<file path="config.mk">
export PLATFORM = sky130hd
export DESIGN_NAME = issue_queue_scheduler_flat
export DESIGN_NICKNAME = d
export VERILOG_FILES = /design/src/rtl/issue_queue_scheduler_pkg.sv /design/src/rtl/issue_queue_scheduler_if.sv /design/src/rtl/issue_queue_scheduler_age_matrix.sv /design/src/rtl/issue_queue_scheduler.sv /design/src/flat_wrapper.sv
export SDC_FILE = /design/constraint.sdc
export NUM_CORES = 1
export LEC_CHECK = 0
export CAP_MARGIN = 20
export CORE_ASPECT_RATIO = 1.1
export CORE_MARGIN = 8
export CORE_UTILIZATION = 35
export DETAILED_ROUTE_END_ITERATION = 6
export PLACE_DENSITY = 0.78
export SLEW_MARGIN = 15
export SYNTH_ARGS = -nofsm -noshare
export SYNTH_HDL_FRONTEND = slang
export SYNTH_SLANG_ARGS = --single-unit
</file>
<file path="constraint.sdc">
create_clock -name clk -period 8.25 [get_ports clk]
set_input_delay 0.825 -clock clk [delete_from_list [all_inputs] [get_ports clk]]
set_output_delay 0.825 -clock clk [all_outputs]
set_load 0.01 [all_outputs]
</file>
<file path="src/rtl/issue_queue_scheduler_pkg.sv">
// Shared sizes and helpers for the issue queue scheduler.
// Renamed-op width comes from RENAMED_OP_SZ.
`ifndef RENAMED_OP_SZ
`define RENAMED_OP_SZ 16
`endif

package issue_queue_scheduler_pkg;

  localparam int OP_SZ = `RENAMED_OP_SZ;

  function automatic logic [31:0] lowest_one(
    input logic [31:0] v
  );
    return v & (~v + 32'd1);
  endfunction

  function automatic int unsigned popcount(
    input logic [31:0] v
  );
    int unsigned n;
    n = 0;
    for (int i = 0; i < 32; i++) begin
      n += 32'(v[i]);
    end
    return n;
  endfunction

endpackage

</file>
<file path="src/rtl/issue_queue_scheduler_if.sv">
// Dispatch, slot and FU-issue bundle of the scheduler.
// slave = scheduler side, master = surrounding logic.
interface issue_queue_scheduler_if #(
  parameter int INST_WIDTH = 16,
  parameter int NUM_SLOTS  = 4
);

  logic [INST_WIDTH-1:0]           disp_instr;
  logic                            disp_valid;
  logic                            disp_ready;
  logic [INST_WIDTH-1:0]           slot_instr;
  logic [NUM_SLOTS-1:0]            slot_input_valid;
  logic [NUM_SLOTS-1:0]            slot_input_ready;
  logic [NUM_SLOTS-1:0]            slot_output_valid;
  logic [NUM_SLOTS*INST_WIDTH-1:0] slot_instr_out;
  logic [NUM_SLOTS-1:0]            slot_output_ready;
  logic [INST_WIDTH-1:0]           issue_instr;
  logic                            issue_valid;
  logic                            issue_ready;

  modport slave (
    input  disp_instr,
    input  disp_valid,
    output disp_ready,
    output slot_instr,
    output slot_input_valid,
    input  slot_input_ready,
    input  slot_output_valid,
    input  slot_instr_out,
    output slot_output_ready,
    output issue_instr,
    output issue_valid,
    input  issue_ready
  );

  modport master (
    output disp_instr,
    output disp_valid,
    input  disp_ready,
    input  slot_instr,
    input  slot_input_valid,
    output slot_input_ready,
    output slot_output_valid,
    output slot_instr_out,
    input  slot_output_ready,
    input  issue_instr,
    input  issue_valid,
    output issue_ready
  );

endinterface

</file>
<file path="src/rtl/issue_queue_scheduler_age_matrix.sv">
// Age matrix with oldest-ready select (module issue_age_matrix).
// Only built when ISSUE_AGE_ORDER_EN is defined.
`ifdef ISSUE_AGE_ORDER_EN
module issue_age_matrix #(
  parameter int NUM_SLOTS = 4
) (
  input  logic                 clk,
  input  logic                 rst_n,
  input  logic [NUM_SLOTS-1:0] occ,
  input  logic [NUM_SLOTS-1:0] alloc,
  input  logic [NUM_SLOTS-1:0] ready,
  output logic [NUM_SLOTS-1:0] grant
);

  logic [NUM_SLOTS-1:0][NUM_SLOTS-1:0] older_q;
  logic [NUM_SLOTS-1:0][NUM_SLOTS-1:0] older_d;
  logic                                blocked;

  // new entry is younger than every occupied slot
  always_comb begin
    older_d = older_q;
    for (int i = 0; i < NUM_SLOTS; i++) begin
      if (alloc[i]) begin
        older_d[i] = '0;
        for (int j = 0; j < NUM_SLOTS; j++) begin
          older_d[j][i] = occ[j] && (j != i);
        end
      end
    end
  end

  // grant the ready slot that no other ready slot predates
  always_comb begin
    grant   = '0;
    blocked = 1'b0;
    for (int i = 0; i < NUM_SLOTS; i++) begin
      blocked = 1'b0;
      for (int j = 0; j < NUM_SLOTS; j++) begin
        if (ready[j] && older_q[j][i]) blocked = 1'b1;
      end
      grant[i] = ready[i] && !blocked;
    end
  end

  // age matrix register
  always_ff @(posedge clk or negedge rst_n) begin
    if (!rst_n) older_q <= '0;
    else        older_q <= older_d;
  end

endmodule
`endif

</file>
<file path="src/rtl/issue_queue_scheduler.sv">
// Issue slot allocation, select and 1-entry issue register.
// ISSUE_AGE_ORDER_EN: oldest-first select, else round-robin.
module issue_queue_scheduler
  import issue_queue_scheduler_pkg::*;
#(
  parameter int INST_WIDTH = OP_SZ,
  parameter int NUM_SLOTS  = 4
) (
  input  logic                           clk,
  input  logic                           rst,
  issue_queue_scheduler_if.slave         bus,
  output logic [$clog2(NUM_SLOTS+1)-1:0] occupancy
);

  localparam int CW = $clog2(NUM_SLOTS + 1);

  logic [NUM_SLOTS-1:0]  occ_q, occ_d;
  logic [NUM_SLOTS-1:0]  alloc_oh;
  logic [NUM_SLOTS-1:0]  cand;
  logic [NUM_SLOTS-1:0]  grant;
  logic [CW-1:0]         cnt_q, cnt_d;
  logic                  iv_q, iv_d;
  logic [INST_WIDTH-1:0] ii_q, ii_d;
  logic [INST_WIDTH-1:0] sel_op;
  logic                  advance;

  // steer dispatch into the lowest-index empty slot
  always_comb begin
    alloc_oh = '0;
    if (bus.disp_valid) begin
      alloc_oh = NUM_SLOTS'(lowest_one(32'(bus.slot_input_ready)));
    end
  end

  assign bus.disp_ready        = |bus.slot_input_ready;
  assign bus.slot_instr        = bus.disp_instr;
  assign bus.slot_input_valid  = alloc_oh;
  assign advance               = !iv_q || bus.issue_ready;
  assign cand                  = bus.slot_output_valid & {NUM_SLOTS{advance}};
  assign bus.slot_output_ready = grant;
  assign bus.issue_valid       = iv_q;
  assign bus.issue_instr       = ii_q;
  assign occupancy             = cnt_q;

`ifdef ISSUE_AGE_ORDER_EN
  issue_age_matrix #(
    .NUM_SLOTS (NUM_SLOTS)
  ) u_age (
    .clk   (clk),
    .rst_n (rst),
    .occ   (occ_q),
    .alloc (alloc_oh),
    .ready (cand),
    .grant (grant)
  );
`else
  localparam int PW = (NUM_SLOTS > 1) ? $clog2(NUM_SLOTS) : 1;

  logic [PW-1:0] rr_q, rr_d;
  logic          found;

  // rotate search from rr pointer; pointer moves past the winner
  always_comb begin
    grant = '0;
    found = 1'b0;
    rr_d  = rr_q;
    for (int k = 0; k < NUM_SLOTS; k++) begin
      if (!found && cand[(int'(rr_q) + k) % NUM_SLOTS]) begin
        grant[(int'(rr_q) + k) % NUM_SLOTS] = 1'b1;
        rr_d  = PW'((int'(rr_q) + k + 1) % NUM_SLOTS);
        found = 1'b1;
      end
    end
  end

  // round-robin pointer
  always_ff @(posedge clk or negedge rst) begin
    if (!rst) rr_q <= '0;
    else      rr_q <= rr_d;
  end
`endif

  // mux the granted slot's op
  always_comb begin
    sel_op = '0;
    for (int i = 0; i < NUM_SLOTS; i++) begin
      if (grant[i]) sel_op |= bus.slot_instr_out[i*INST_WIDTH +: INST_WIDTH];
    end
  end

  // issue register loads on advance, holds under backpressure
  always_comb begin
    iv_d = iv_q;
    ii_d = ii_q;
    if (advance) begin
      iv_d = |grant;
      if (|grant) ii_d = sel_op;
    end
  end

  // occupancy bits and their registered count
  always_comb begin
    occ_d = (occ_q | alloc_oh) & ~grant;
    cnt_d = CW'(popcount(32'(occ_d)));
  end

  // state registers
  always_ff @(posedge clk or negedge rst) begin
    if (!rst) begin
      occ_q <= '0;
      cnt_q <= '0;
      iv_q  <= 1'b0;
      ii_q  <= '0;
    end else begin
      occ_q <= occ_d;
      cnt_q <= cnt_d;
      iv_q  <= iv_d;
      ii_q  <= ii_d;
    end
  end

endmodule

</file>
<file path="src/flat_wrapper.sv">
// flat-port wrapper written by rule: the top's interface ports become plain ports
module issue_queue_scheduler_flat import issue_queue_scheduler_pkg::*;
#(
  parameter int INST_WIDTH = OP_SZ,
  parameter int NUM_SLOTS  = 4
)
  (clk, rst, occupancy, bus_disp_instr, bus_disp_valid, bus_disp_ready, bus_slot_instr, bus_slot_input_valid, bus_slot_input_ready, bus_slot_output_valid, bus_slot_instr_out, bus_slot_output_ready, bus_issue_instr, bus_issue_valid, bus_issue_ready);
  issue_queue_scheduler_if #(.INST_WIDTH(INST_WIDTH), .NUM_SLOTS(NUM_SLOTS)) bus_i ();
  input  logic clk;
  input  logic rst;
  output logic [$clog2(NUM_SLOTS+1)-1:0] occupancy;
  input wire logic [$bits(bus_i.disp_instr)-1:0] bus_disp_instr;
  input wire logic [$bits(bus_i.disp_valid)-1:0] bus_disp_valid;
  output wire logic [$bits(bus_i.disp_ready)-1:0] bus_disp_ready;
  output wire logic [$bits(bus_i.slot_instr)-1:0] bus_slot_instr;
  output wire logic [$bits(bus_i.slot_input_valid)-1:0] bus_slot_input_valid;
  input wire logic [$bits(bus_i.slot_input_ready)-1:0] bus_slot_input_ready;
  input wire logic [$bits(bus_i.slot_output_valid)-1:0] bus_slot_output_valid;
  input wire logic [$bits(bus_i.slot_instr_out)-1:0] bus_slot_instr_out;
  output wire logic [$bits(bus_i.slot_output_ready)-1:0] bus_slot_output_ready;
  output wire logic [$bits(bus_i.issue_instr)-1:0] bus_issue_instr;
  output wire logic [$bits(bus_i.issue_valid)-1:0] bus_issue_valid;
  input wire logic [$bits(bus_i.issue_ready)-1:0] bus_issue_ready;
  assign bus_i.disp_instr = bus_disp_instr;
  assign bus_i.disp_valid = bus_disp_valid;
  assign bus_disp_ready = bus_i.disp_ready;
  assign bus_slot_instr = bus_i.slot_instr;
  assign bus_slot_input_valid = bus_i.slot_input_valid;
  assign bus_i.slot_input_ready = bus_slot_input_ready;
  assign bus_i.slot_output_valid = bus_slot_output_valid;
  assign bus_i.slot_instr_out = bus_slot_instr_out;
  assign bus_slot_output_ready = bus_i.slot_output_ready;
  assign bus_issue_instr = bus_i.issue_instr;
  assign bus_issue_valid = bus_i.issue_valid;
  assign bus_i.issue_ready = bus_issue_ready;
  issue_queue_scheduler #(.INST_WIDTH(INST_WIDTH), .NUM_SLOTS(NUM_SLOTS)) u_core (.clk(clk), .rst(rst), .bus(bus_i), .occupancy(occupancy));
endmodule
</file>
==> reports/results.ini <==
[critical_path]
worst_path_dominant_cell_family=buffers and inverters
path_buf_inv=2
critical_path.max_fanout=19
critPathMostFrequentCell=sky130_fd_sc_hd__clkdlybuf4s50_1
timing.critical_path.from_type=input port
worst_path_largest_cell_delay_ns=0.69
timing.critical_path.from=bus_slot_output_valid[2]
critical_path_depth_in_cells=5
worstSetupEndpoint=bus_slot_output_ready[1]
crit_path_top_delay_cell=sky130_fd_sc_hd__a221o_1
end_of_the_worst_register_to_register_path=u_core.occupancy[1]
timing_worst_setup_path_type=in2out
reg2reg_setup_slack_ns=4.18
timing.critical_path.required_ns=7.42
worst_setup_path_end_kind=output port
r2r_cell_count=9
worstReg2RegStart=u_core.rr_q[0]
crit_chain=clkdlybuf4s50_1 > mux4_2 > o41ai_1 > a221o_1 > clkdlybuf4s50_1
timing.critical_path.arrival_ns=3.77

[final_layout]
drive_above_1_share_pct=14.2
nets=393
multi_input_comb_area_um2=1200
fill_cells=525
register_area_um2=651
antenna_cells=0
area_growth_syn_to_layout_pct=46.2
instances_no_fill=366

[cts]
cts_repair_resize_count=0
cts-buffers-inserted=3
cts_stage_hold_buffer_count=0
clock_latency_ns=0.27
cts_root_buf=sky130_fd_sc_hd__clkbuf_8
worst_case_clock_buffer_depth=2
cts.sink_count=26
clock_tree_from_tritoncts=done
clk_transition_reported_paths_ns=0.08
h-tree-depth=1
cts_setup_buffers=0

[run_status]
outcome=finished, final reports clean

[logic_synthesis]
ys_types=41
syn_std_cell_area_um2=2100
synth_async_sr_flop_share_pct=100
synth-seq-cells=26
avgSynthCellArea_um2=9.99
synth-seq-area-share_pct=31.0
ys.flop_type=sky130_fd_sc_hd__dfrtp_1
synth_fp_nets=312
synth-edff-count=0
synth.yosys.warnings=0
synth_cells=210

[floorplanning]
pin_count=137
initial_core_util_pct=36.4
fp.coreArea_um2=5770
die_x_um=89.8
row_count=29
die_y_um=97.2
design.die.area_um2=8730

[global_routing]
via_count_of_the_first_global_routing_pass=2085
grt_antenna_before_repair=0
first_pass_grt_wire_length_mm=10.3
grt.total_usage_pct=14.3
grt.overflow.total=0
maximum_number_of_pins_on_one_net_before_global_route_repair=34

[sta]
min_tclk_post_route_ns=4.60
setup_viol_count_final=0
max_slew.worst_pin.slew_ns=0.735
hold-worst-slack_ns=0.558
clock.fmax_ghz=0.218
min_period_over_period_pct=55.7
rsz_0062_raised_after_global_routing=no
final.setup.tns_ns=0
report.final.slew_viol_count=0
slew-limit-headroom_pct=51.0
clock_skew_ns=0.00326
finalHoldViolations=0

[worst_hold_path]
hold_path.class=reg2reg

[routing]
routed_wirelength_mm=6.47
route.detailed.drc=0
first_pass_iters=4
antenna_left=0
detail_route.wl_per_cell_um=17.7
vias_per_cell=5.29
via_count=1937
drt_first_iter_violations=104

[placement]
gp_routability_congestion=0.837
io_buffers=104
placed_cells=363
detailed_place_hpwl_mm=5.17

[power]
power_leakage_nw=1.14
worst_ir_drop_vdd_mv=0.271
power-per-cell-area_nw_per_um2=418

[run]
drv_cap=0

-- cell usage after synthesis (3+ instances only) --
cell / count / area [µm²]
sky130_fd_sc_hd__a21oi_1: 4 / 20.0
sky130_fd_sc_hd__a22oi_1: 32 / 240
sky130_fd_sc_hd__a31oi_2: 16 / 200
sky130_fd_sc_hd__and3b_1: 3 / 26.3
sky130_fd_sc_hd__buf_1: 3 / 11.3
sky130_fd_sc_hd__buf_2: 3 / 15.0
sky130_fd_sc_hd__buf_4: 16 / 120
sky130_fd_sc_hd__buf_6: 5 / 56.3
sky130_fd_sc_hd__dfrtp_1: 26 / 651
sky130_fd_sc_hd__ha_1: 9 / 113
sky130_fd_sc_hd__inv_1: 5 / 18.8
sky130_fd_sc_hd__nand2_1: 11 / 41.3
sky130_fd_sc_hd__nand2b_1: 3 / 18.8
sky130_fd_sc_hd__nor2_1: 21 / 78.8
sky130_fd_sc_hd__nor2_2: 4 / 25.0
sky130_fd_sc_hd__nor2_4: 10 / 113
sky130_fd_sc_hd__nor3b_1: 3 / 22.5
sky130_fd_sc_hd__o21ai_0: 3 / 15.0
sky130_fd_sc_hd__o21ai_1: 3 / 15.0
sky130_fd_sc_hd__o41ai_1: 4 / 35.0
-- cells by family (layout without fill, tap and decap cells) --
family                     Yosys count  in the layout  synth area share (%)
adders and majority gates           10             10                  6.32
muxes                                2              2                  2.15
AOI/OAI and AO/OA                   71             71                  29.1
xor gates and xnor gates             1              1                 0.417
DFF                                 26             26                  31.0
and+or+nand+nor                     65             65                  19.4
buffers and inverters               35            114                  11.6
-- how the worst min path moves through the flow --
stage | startpoint | endpoint | cells after the start
detailed placement | u_core.occ_q[1] | u_core.occ_q[1] | 2
CTS | u_core.occ_q[1] | u_core.occ_q[1] | 2
floorplan | u_core.occ_q[0] | u_core.occ_q[0] | 2
finish | u_core.occ_q[1] | u_core.occ_q[1] | 2
global placement | u_core.occ_q[1] | u_core.occ_q[1] | 2
global route | u_core.bus.issue_instr[12] | u_core.bus.issue_instr[12] | 2
-- per-layer routing --
| layer | vias up | share of wire (%) | wire length (µm) | global-route usage (%) |
|---|---|---|---|---|
| met5 | - | 0 | 0 | 0 |
| met3 | 19 | 9.5 | 614 | 4.87 |
| met1 | 900 | 37 | 2370 | 14.5 |
| li1 | 927 | - | - | - |
| met4 | 0 | 2.3 | 152 | 6.26 |
| met2 | 91 | 52 | 3340 | 25.6 |
-- state kept, by name, summed over array words and instances (netlist names) --
name                    cells
u_core.bus.issue_instr     16
u_core.rr_q                 2
u_core.occupancy            3
u_core.occ_q                4
u_core.bus.issue_valid      1
-- final cells by class --
class	instances	share of cell area [%]
well taps	77	3.14
repair buffers	106	34.4
clock buffers	3	1.35
inverters	5	0.612
multi-input cells	149	39.2
flip-flops and latches	26	21.2
-- report_power, final --
part / total (mW) / leakage, nW / switching [mW] / internal, mW
logic: 0.948 / 0.802 / 0.515 / 0.433
clock network: 0.0704 / 0.0216 / 0.0377 / 0.0327
registers: 0.263 / 0.312 / 0.0582 / 0.205
total: 1.28 / 1.14 / 0.610 / 0.671
-- cells in the final DEF, fill, tap and decap left out, drive strengths merged, types with 2 or more instances in the layout --
master,count
clkdlybuf4s50,104
and3b,3
a211oi,2
nor3b,3
nand2b,4
nor4b,2
buf,2
ha,9
a21oi,4
a211o,2
mux4,2
a31oi,16
nor2,35
inv,5
o41ai,4
nand2,11
a22oi,32
clkbuf,3
o21ai,6
dfrtp,26
-- per-stage QoR --
step / total power, mW / worst slack, ns / cell area, µm² / utilization, %
finish: 1.28 / 3.65 / 3070 / 53.2
global route: 1.39 / 3.46 / 3070 / 53.2
CTS: 1.30 / 3.67 / 3070 / 53.2
detailed placement: 1.22 / 3.65 / 3030 / 52.4
global placement: 1.20 / 3.73 / 3030 / 52.4
floorplan: 1.02 / 4.68 / 2100 / -
-- tightest hold or removal path, stage by stage (launching register included) --
cell	delay [ns]
sky130_fd_sc_hd__dfrtp_1	0.34
sky130_fd_sc_hd__nor2_1	0.04
sky130_fd_sc_hd__nor2_1	0.13
No activity file was read; power rests on OpenSTA's default activity.
